**config.mk**
```make
export PLATFORM = sky130hd
export DESIGN_NAME = muldiv_unit
export DESIGN_NICKNAME = d
export VERILOG_FILES = /design/src/rtl/muldiv_pkg.sv /design/src/rtl/muldiv_step.sv /design/src/rtl/muldiv_unit.sv
export SDC_FILE = /design/constraint.sdc
export NUM_CORES = 1
export LEC_CHECK = 0
export BUFFER_PORTS_ARGS = -buffer_cell sky130_fd_sc_hd__buf_2
export CORE_MARGIN = 2
export CORE_UTILIZATION = 50
export DETAILED_ROUTE_END_ITERATION = 12
export PLACE_DENSITY = 0.69
export SYNTH_ARGS = -nofsm -noshare
export SYNTH_HDL_FRONTEND = slang
export SYNTH_HIERARCHICAL = 1
export SYNTH_SLANG_ARGS = --single-unit
```
**constraint.sdc**
```tcl
create_clock -name clk -period 7 [get_ports clk]
set_input_delay 0.35 -clock clk [delete_from_list [all_inputs] [get_ports clk]]
set_output_delay 0.35 -clock clk [all_outputs]
set_load 0.01 [all_outputs]
```
**src/rtl/muldiv_pkg.sv**
```systemverilog
// Shared widths, operation codes and FSM states for the iterative mul/div unit.
package muldiv_pkg;

    localparam int WIDTH = 32;

    typedef enum logic [1:0] {
        OP_MUL   = 2'b00,
        OP_MULHU = 2'b01,
        OP_DIVU  = 2'b10,
        OP_REMU  = 2'b11
    } op_t;

    typedef enum logic [1:0] {
        ST_IDLE = 2'b00,
        ST_RUN  = 2'b01,
        ST_DONE = 2'b10
    } state_t;

endpackage

```
**src/rtl/muldiv_step.sv**
```systemverilog
// One iteration of the shared datapath: shift-add for multiply,
// restoring trial-subtract for divide. {hi, lo} is the working pair.
module muldiv_step #(
    parameter int WIDTH = 32
) (
    input  logic             is_div,
    input  logic [WIDTH-1:0] hi,
    input  logic [WIDTH-1:0] lo,
    input  logic [WIDTH-1:0] d,
    output logic [WIDTH-1:0] hi_next,
    output logic [WIDTH-1:0] lo_next
);

    logic [WIDTH:0]   sum;
    logic [WIDTH:0]   shifted;
    logic [WIDTH-1:0] diff;

    // Compute both step flavours and select by operation class.
    always_comb begin
        sum     = {1'b0, hi} + (lo[0] ? {1'b0, d} : '0);
        shifted = {hi, lo[WIDTH-1]};
        diff    = shifted[WIDTH-1:0] - d;
        hi_next = '0;
        lo_next = '0;
        if (is_div) begin
            if (shifted >= {1'b0, d}) begin
                hi_next = diff;
                lo_next = {lo[WIDTH-2:0], 1'b1};
            end else begin
                hi_next = shifted[WIDTH-1:0];
                lo_next = {lo[WIDTH-2:0], 1'b0};
            end
        end else begin
            hi_next = sum[WIDTH:1];
            lo_next = {sum[0], lo[WIDTH-1:1]};
        end
    end

endmodule

```
**src/rtl/muldiv_unit.sv**
```systemverilog
// Iterative 32-bit unsigned multiply/divide unit with register-file writeback.
module muldiv_unit #(
    parameter int WIDTH  = muldiv_pkg::WIDTH,
    parameter int REG_AW = 5
) (
    input  logic              clk,
    input  logic              rst,
    input  logic              start,
    input  logic [1:0]        op,
    input  logic [WIDTH-1:0]  operand_a,
    input  logic [WIDTH-1:0]  operand_b,
    input  logic [REG_AW-1:0] dest_reg,
    input  logic              flush,
    output logic              busy,
    output logic              done,
    output logic              wb_we,
    output logic [REG_AW-1:0] wb_reg,
    output logic [WIDTH-1:0]  wb_data
);

    import muldiv_pkg::*;

    state_t            state, state_next;
    op_t               op_q;
    logic [WIDTH-1:0]  d_q, hi_q, lo_q, hi_n, lo_n;
    logic [5:0]        cnt_q;
    logic [REG_AW-1:0] wb_reg_q;
    logic [WIDTH-1:0]  wb_data_q;
    logic              accept, last, is_div;

    assign accept = start && !flush && (state != ST_RUN);
    // Count runs 0..31 for the iterations, then one extra RUN cycle at 32
    // latches the result, giving the fixed 33-edge start-to-done latency.
    assign last   = (cnt_q == 6'd32);
    assign is_div = (op_q == OP_DIVU) || (op_q == OP_REMU);

    muldiv_step #(.WIDTH(WIDTH)) u_step (
        .is_div  (is_div),
        .hi      (hi_q),
        .lo      (lo_q),
        .d       (d_q),
        .hi_next (hi_n),
        .lo_next (lo_n)
    );

    // State register.
    always_ff @(posedge clk or posedge rst) begin
        if (rst) state <= ST_IDLE;
        else     state <= state_next;
    end

    // Next-state logic; flush beats start, and aborts a running operation.
    always_comb begin
        state_next = state;
        case (state)
            ST_IDLE: if (accept) state_next = ST_RUN;
            ST_RUN: begin
                if (flush)     state_next = ST_IDLE;
                else if (last) state_next = ST_DONE;
            end
            ST_DONE: state_next = accept ? ST_RUN : ST_IDLE;
            default: state_next = ST_IDLE;
        endcase
    end

    // Operand capture, iteration and result writeback.
    always_ff @(posedge clk or posedge rst) begin
        if (rst) begin
            op_q      <= OP_MUL;
            d_q       <= '0;
            hi_q      <= '0;
            lo_q      <= '0;
            cnt_q     <= '0;
            wb_reg_q  <= '0;
            wb_data_q <= '0;
        end else if (accept) begin
            op_q     <= op_t'(op);
            d_q      <= op[1] ? operand_b : operand_a;
            lo_q     <= op[1] ? operand_a : operand_b;
            hi_q     <= '0;
            cnt_q    <= '0;
            wb_reg_q <= dest_reg;
        end else if (state == ST_RUN && !flush) begin
            if (!last) begin
                hi_q  <= hi_n;
                lo_q  <= lo_n;
                cnt_q <= cnt_q + 6'd1;
            end else begin
                case (op_q)
                    OP_MULHU, OP_REMU: wb_data_q <= hi_q;
                    default:           wb_data_q <= lo_q;
                endcase
            end
        end
    end

    assign busy    = (state == ST_RUN);
    assign done    = (state == ST_DONE);
    assign wb_we   = done && (wb_reg_q != '0);
    assign wb_reg  = wb_reg_q;
    assign wb_data = wb_data_q;

endmodule
```
Word-level counts from Yosys, hierarchy flattened --
Cells that the tools add are included. W data, S select, Z words.
Word-level totals: memories kept 0, bits in latches 0, bits of input ports 75, RAM bits 0, bits in registers 143, output and inout bits 40, memory bits (read-only) 0
Operators by class: reductions and logical operators 13, add/sub/neg operators 3, bitwise logic cells 1, shift-type cells 0, equal/unequal tests 10, mux-type cells 22, multipliers 0, order comparisons 1, div/mod/pow operators 0
Operator list (count):
- $mux W32 | 13
- $add A32 B33 Y33 | 1
- $ge A33 B32 Y1 | 1
- $sub A32 B32 Y32 | 1
- $mux W6 | 3
- $add A6 B1 Y6 const B | 1
- $eq A2 B2 Y1 const B | 3
- $eq A6 B6 Y1 const B | 1
- $mux W2 | 3
- $pmux W2 S3 | 1
- $reduce_bool A5 Y1 | 1
- $eq A2 B1 Y1 const B | 2
- $logic_and A1 B1 Y1 | 4
- $ne A2 B2 Y1 const B | 2
- $reduce_and A2 Y1 | 2
- $ne A3 B2 Y1 const B | 1
- $reduce_and A3 Y1 | 1
- $logic_not A2 Y1 | 1
- $mux W1 | 2
- $ne A2 B1 Y1 const B | 1
- $reduce_bool A2 Y1 | 1
- $reduce_or A2 Y1 | 1
- $logic_not A1 Y1 | 1
- $logic_or A1 B1 Y1 | 1
- $not A1 Y1 | 1

Logic depth before layout (Yosys ltp) --
Gate-level depths: netlist of the first run.
word-level depth 6, gate-level depth with buffers 15, gate-level depth less buffers 15

Hierarchy --
Netlist of the first run, hierarchy kept.
Modules (own cells, without submodules):
- muldiv_unit | area each 6957.9 um^2, instances 1, cells each 669
- muldiv_step | area each 4698.3 um^2, instances 1, cells each 671

Worst setup path before layout of the first run --
Ideal clock, no wire load.
path kind reg-to-reg, from reg lo_q[0], to reg hi_q[27], arrival time 3.383 ns, path slack 3.484 ns, cell stages (with the launch flop) 16, library setup time 0.133 ns, buffers on the path 1, path through dfrtp_1 > clkbuf_1 > and2_1 > ha_1 > fa_1 > a21o_1 > a211oi_2 > and4bb_1 > o211ai_2 > a211oi_2 > o211ai_2 > or4b_1 > and4_1 > a221o_1 > o211ai_1 > o21ai_0
Between the ends: longest elaborated chain between the ends 6
RTL lines:
- start, declared | RTL line muldiv_unit.sv:25 | logic [WIDTH-1:0] d_q, hi_q, lo_q, hi_n, lo_n;
- start signal, assigned | RTL line muldiv_unit.sv:79 | lo_q <= op[1] ? operand_a : operand_b;
- start signal, assigned | RTL line muldiv_unit.sv:86 | lo_q <= lo_n;
- $mux W32 | RTL line muldiv_step.sv:20 | sum = {1'b0, hi} + (lo[0] ? {1'b0, d} : '0);
- $add A32 B33 Y33 | RTL line muldiv_step.sv:20
- $mux W32 | RTL line muldiv_step.sv:25 | if (is_div) begin
- named net hi_n[27] | RTL line muldiv_unit.sv:25
- $mux W32 | RTL line muldiv_unit.sv:84 | if (!last) begin
- $mux W32 | RTL line muldiv_unit.sv:83 | end else if (state == ST_RUN && !flush) begin
- $mux W32 | RTL line muldiv_unit.sv:76 | end else if (accept) begin
- end signal, assigned | RTL line muldiv_unit.sv:85 | hi_q <= hi_n;
- end, declared | RTL line muldiv_unit.sv:25
The timed path passes the listed nets, and every way through them passes these cells. The select of a mux whose other input is x is not followed. A chain may end at the register's enable or synchronous reset.

Worst setup path in the final report of the first run --
Same ends and word-level chain as after synthesis.

==> impl_metrics.tcl, run 1 <==
set metrics [dict create \
    powerDensity_nw_per_um2 383 \
    nNetsFinal 1542 \
    p_int_mw 2.63 \
    cts_max_level 4 \
    diodes 0 \
    syn_nets 1483 \
    port_buffers 114 \
    core_area_um2 22800 \
    place.gp.congestion 0.933 \
    final_cell_mix "o21ai_0, dfrtp_1, inv_1, buf_2, mux2i_1" \
    gr-total-overflow 0 \
    die_area_um2 24600 \
    timing.final.crit_share_pct 60.6 \
    post-route-util_pct 56.8 \
    drt_wl_total_um 35700 \
    root_buffer "clkbuf_16" \
    setup_tns_ns 0 \
    insertion_delay_ns 0.42 \
    drive_above_1_share_pct 18.5 \
    switchingPower_mw 2.32 \
    drt-initial-drc-count 1174 \
    crit_start "lo_q[0]" \
    grt_max_degree 87 \
    setup_violations 0 \
    cts-resized-gates 0 \
    drv_cap 0 \
    cts_tree "done" \
    period_needed_ns 4.24 \
    peakVddDrop_mv 0.201 \
    async_reset_ff_share_pct 100 \
    clock_power_share_pct 18.1 \
    pwr-share-seq_pct 25.6 \
    worstSetupEndpointType "register" \
    cts_setup_buffers 0 \
    fp.dieW_um 157 \
    synth-seq-cells 143 \
    hp-class "input port to async pin" \
    crit_fanout 34 \
    comb_power_share_pct 56.2 \
    antenna_found_initial 0 \
    slew_headroom_pct 29.7 \
    ant_nets 0 \
    critPathSlowestCell "dfrtp_1" \
    synth-warning-count 6 \
    synth-edff-count 0 \
    crit_path_cell_trace "and2_1, ha_1, fa_1, a21o_1, a211oi_2, and4bb_1, o211ai_2, a211oi_2, o211ai_2, or4b_1, and4_1, a221o_1, o211ai_1, o21ai_0" \
    finClkSkew_ns 0.0122 \
    die_y_um 157 \
    r2r_slack_ns 2.76 \
    ff2ff_path_depth 14 \
    num_rows 55 \
    drv_slew 0 \
    r2r_end "hi_q[27]" \
    dpl.hpwl_um 25300 \
    num_vias 10800 \
    critical_path_class "register to register" \
    drc_errors 0 \
    cpPeakStageDelay_ns 0.76 \
    start_util_pct 51.2 \
    power_leakage_nw 6.33 \
    track_usage_pct 29.4 \
    endpoint "hi_q[27]" \
    grt_pass1_wl_um 56600 \
    p_sw_share_pct 46.8 \
    dp_worst_setup_slack_ns 2.81 \
    r2r_start "lo_q[0]" \
    start_kind "register" \
    status "completed" \
    layout_commonest_cell "o21ai_0" \
    critical_path_required_ns 7.27 \
    rsz0062_at_grt "no" \
    io_pins 115 \
    cts_sinks 143 \
    synthesis.area_um2 11700 \
    syn_inst 1340 \
    first_pass_iters 7 \
    ys_seq_area_share_pct 30.7 \
    clk_pin_slew_ns 0.07 \
    syn_to_final_growth_pct 11.0 \
    wl_per_cell_um 20.7 \
    cts_hold_buf 0 \
    grt_pass1_vias 10300 \
    cts_buffers 17 \
    fin_total_pwr_mw 4.95 \
    ys.flop_type "dfrtp_1" \
    viasPerCell 6.25 \
    worstPathArrival_ns 4.51 \
    ys_types 79 \
    fin_ws_ns 2.76 \
    syn_avg_cell_area_um2 8.70 \
    worst_pin_slew_ns 1.06 \
    fmax_mhz 236 \
    cts_buffer_depth 2 \
    fill_cells 2044 \
    finalHoldViolCount 0 \
]
==> cells by family (layout without fill, tap and decap cells) <==
family / count (synthesis) / in the layout / synth area share (%)
buf+inv: 205 / 277 / 7.13
compound gates: 472 / 472 / 25.9
xor+xnor: 45 / 45 / 3.38
mux: 158 / 158 / 14.3
fa+ha+maj: 68 / 68 / 7.43
flops: 143 / 143 / 30.7
simple gates: 249 / 249 / 11.2
==> metal layers <==
layer  vias up  wire length (µm)  global-route usage (%)
met3        46              2660                    4.90
met5         -                 0                       0
met4         0               608                    7.60
met1      5246             16800                    43.3
li1       5038                 -                       -
met2       459             15600                    44.8
==> area by class of cell <==
cell class	instances	area [µm²]	share of cell area (%)
timing repair buffer	126	663	5.13
tap	313	392	3.03
clock buffer	19	453	3.50
inverter	119	452	3.49
multi-input combinational	992	7270	56.2
sequential	143	3580	27.7
clock inverter	13	121	0.938
==> worst max-delay path, delay by kind of cell, from the launching register on <==
kind	cells	cell delay (ns)
AO/OA/AOI/OAI	8	1.50
AND/OR/NAND/NOR	4	1.20
flip-flops	1	0.76
adder cells (fa/ha/maj)	2	0.63
==> power groups by stage <==
stage	Clock [mW]	Sequential, mW	Combinational [mW]
global placement	0	1.27	2.67
finish	0.898	1.27	2.78
detailed placement	0	1.27	2.69
floorplan	0	1.13	2.14
CTS	0.911	1.26	2.72
global route	0.945	1.29	3.04
==> worst min path at each step <==
stage,startpoint,end,slack (ns),cells after the start
floorplan,flush,state[0],0.41,1
global placement,wb_data[1],wb_data[1],0.48,1
detailed placement,wb_data[16],wb_data[16],0.48,1
CTS,rst,cnt_q[0],0.11,2
global route,dest_reg[4],wb_reg[4],0.14,2
finish,rst,cnt_q[1],0.07,2
==> cells in the mapped netlist, types with 12 or more instances <==
library cell  number  share of area [%]
and2_1            35                1.9
nand2_1           69                2.2
o21ai_0          197                8.5
o211ai_1          39                2.5
mux2_2            71                6.9
o21a_1            13               0.84
xor2_1            14                1.1
xnor2_1           31                2.3
nand3_1           19               0.82
or3_1             12               0.64
nor2_1            44                1.4
dfrtp_1          143                 31
inv_1            119                3.8
mux2i_1           86                7.4
a21oi_1           73                3.1
clkbuf_1          59                1.9
a21o_1            37                2.4
ha_1              66                7.1
buf_2             13               0.56
a222oi_1          31                2.7
==> per-stage QoR <==
stage / std cells / hold slack [ns] / cell area, µm²
finish: 1725 / 0.0677 / 12900
global route: 1725 / 0.140 / 12900
CTS: 1725 / 0.112 / 12900
detailed placement: 1693 / 0.479 / 12400
global placement: 1693 / 0.484 / 12400
floorplan: 1340 / 0.413 / 11700
Note: power is estimated with default switching activity, not from simulation.
==> run 2, diff against run 1 <==
--- a/config.mk
+++ b/config.mk
@@ -5,6 +5,7 @@
 export SDC_FILE = /design/constraint.sdc
 export NUM_CORES = 1
 export LEC_CHECK = 0
+export ABC_AREA = 1
 export BUFFER_PORTS_ARGS = -buffer_cell sky130_fd_sc_hd__buf_2
 export CORE_MARGIN = 2
 export CORE_UTILIZATION = 50
==> constraint.sdc (replaced) <==
create_clock -name clk -period 4.1 [get_ports clk]
set_input_delay 0.205 -clock clk [delete_from_list [all_inputs] [get_ports clk]]
set_output_delay 0.205 -clock clk [all_outputs]
set_load 0.01 [all_outputs]
==> run 2 against run 1 <==
The flow now finishes with violations (hold timing). Final cell count increased by 50%. Setup slack got worse by 1.9 ns. Largest power group unchanged. Highest routed layer unchanged. Clock skew about the same. Critical path depth increased by 2. Sequential cell count unchanged. Global-route usage increased by 2.5 points.
==> impl_metrics.tcl, run 2 <==
set metrics [dict create \
    cts_tree "done" \
    insertion_delay_ns 0.43 \
    final_cells 2581 \
    nNetsFinal 2376 \
    critical_path_required_ns 4.47 \
    hold-worst-slack_ns -0.0551 \
    core_area_um2 25800 \
    place_inst 2543 \
    cts_sinks 143 \
    worstSetupEndpointType "register" \
    cts_buffers 17 \
    grt_max_degree 98 \
    period_needed_ns 3.19 \
    gr-total-overflow 0 \
    ant_nets 0 \
    fp.dieW_um 166 \
    drive_above_1_share_pct 9.26 \
    async_reset_ff_share_pct 100 \
    drt_wl_total_um 42700 \
    drv_cap 0 \
    die_area_um2 27400 \
    worstPathArrival_ns 3.56 \
    post-route-util_pct 55.4 \
    ys.flop_type "dfrtp_1" \
    worst_pin_slew_ns 1.20 \
    final_cell_mix "nand2_1, inv_1, dfrtp_1, nor2_1, nand3_1" \
    num_rows 59 \
    root_buffer "clkbuf_16" \
    violations "hold timing" \
    track_usage_pct 31.9 \
    synth-seq-cells 143 \
    timing.final.crit_share_pct 77.8 \
    syn_nets 2307 \
    drv_slew 0 \
    setup_tns_ns 0 \
    power_leakage_nw 8.38 \
    peakVddDrop_mv 0.299 \
    start_kind "register" \
    syn_to_final_growth_pct 9.75 \
    finClkSkew_ns 0.0126 \
    critical_path_class "register to register" \
    synth-warning-count 6 \
    rsz0062_at_grt "no" \
    r2r_slack_ns 0.91 \
    diodes 0 \
    cts-resized-gates 0 \
    crit_fanout 35 \
    grt_pass1_vias 12700 \
    io_pins 115 \
    slew_headroom_pct 20.0 \
    synth.area.top_cells "nand2_1, dfrtp_1, inv_1" \
    hp-class "input port to async pin" \
    synth-edff-count 0 \
    viasPerCell 5.37 \
    cts_buffer_depth 2 \
    synthesis.area_um2 13000 \
    status "finished with violations" \
    wl_per_cell_um 16.6 \
    num_vias 13900 \
    drt-initial-drc-count 1440 \
    synth_commonest_cells "nand2_1, inv_1, dfrtp_1" \
    start_util_pct 50.5 \
    yosysMostFrequentCell "nand2_1" \
    port_buffers 114 \
    cts_max_level 4 \
    powerDensity_nw_per_um2 520 \
    fmax_mhz 313 \
    dpl.hpwl_um 32800 \
    cts_setup_buffers 0 \
    finalHoldViolCount 34 \
    setup_violations 0 \
    ys_seq_area_share_pct 27.4 \
    syn_inst 2164 \
    ys_types 39 \
    syn_avg_cell_area_um2 6.03 \
    grt_pass1_wl_um 67700 \
    antenna_found_initial 0 \
    clk_pin_slew_ns 0.07 \
    drc_errors 0 \
    place.gp.congestion 1.02 \
    die_y_um 166 \
    synth_top_area_share_pct 29.1 \
    cts_hold_buf 6 \
    layout_commonest_cell "nand2_1" \
    yosys.area.top_type "nand2_1" \
    fill_cells 2671 \
    first_pass_iters 5 \
]
run 2: final cells by class:
| cell class | instances | area, µm² | share of cell area (%) |
|---|---|---|---|
| Timing Repair Buffer | 132 | 721 | 5.03 |
| Clock inverter | 14 | 144 | 1.01 |
| Tap cell | 335 | 419 | 2.93 |
| Clock buffer | 18 | 439 | 3.07 |
| Multi-Input combinational cell | 1685 | 8050 | 56.3 |
| Sequential cell | 143 | 3580 | 25.0 |
| Inverter | 254 | 958 | 6.70 |
run 2: worst max-delay path, stage by stage, from the launching register on:
cell     delay, ns
dfrtp_1       1.14
nand2_1       0.10
inv_1         0.11
ha_1          0.30
a21oi_1       0.30
nand2_1       0.18
nand3_1       0.10
nand2_1       0.11
nand2_1       0.09
nand2_1       0.10
nand2_1       0.17
nand2_1       0.07
nand2_1       0.05
nand3_1       0.06
nand2_1       0.09
nand2_1       0.05
nand2_1       0.11
run 2: final timing paths:
check                              startpoint          end  cells past startpoint
worst max-delay path                  lo_q[0]     hi_q[28]                     16
worst min-delay path                      rst     cnt_q[4]                      2
worst max register to register        lo_q[0]     hi_q[28]                     16
worst min register to register     wb_data[0]   wb_data[0]                      2
max in group asynchronous                 rst  wb_data[30]                      3
min in group clk                operand_a[13]      d_q[13]                      3
run 2: kinds of logic after synthesis:
logic type | share of synthesized area, %
compound gates | 8.63
fa+ha+maj | 6.64
simple gates | 42.6
xor+xnor | 1.34
flops | 27.4
buf+inv | 10.9
mux | 2.46
run 2: through the flow:
stage | worst slack [ns] | cell area, µm² | power [mW]
2_1_floorplan | 0.0571 | 13000 | 4.80
3_3_place_gp | 0.995 | 13700 | 5.75
3_5_place_dp | 0.980 | 13700 | 5.82
4_1_cts | 0.966 | 14300 | 7.41
5_1_grt | 0.574 | 14300 | 8.04
6_report | 0.909 | 14300 | 7.44
run 2: where the power goes:
part	switching (mW)	internal, mW	total [mW]
clock network	0.731	0.826	1.56
logic	2.27	1.32	3.59
registers	0.570	1.72	2.29
run 2: routing by layer:
metal  up-vias  part of all wire, %  track usage (%)
li1       6903                    -                -
met1      6367                   47             47.0
met2       519                   43             48.2
met3        66                  7.1             3.92
met4         0                  2.9             10.6
met5         -                    0                0
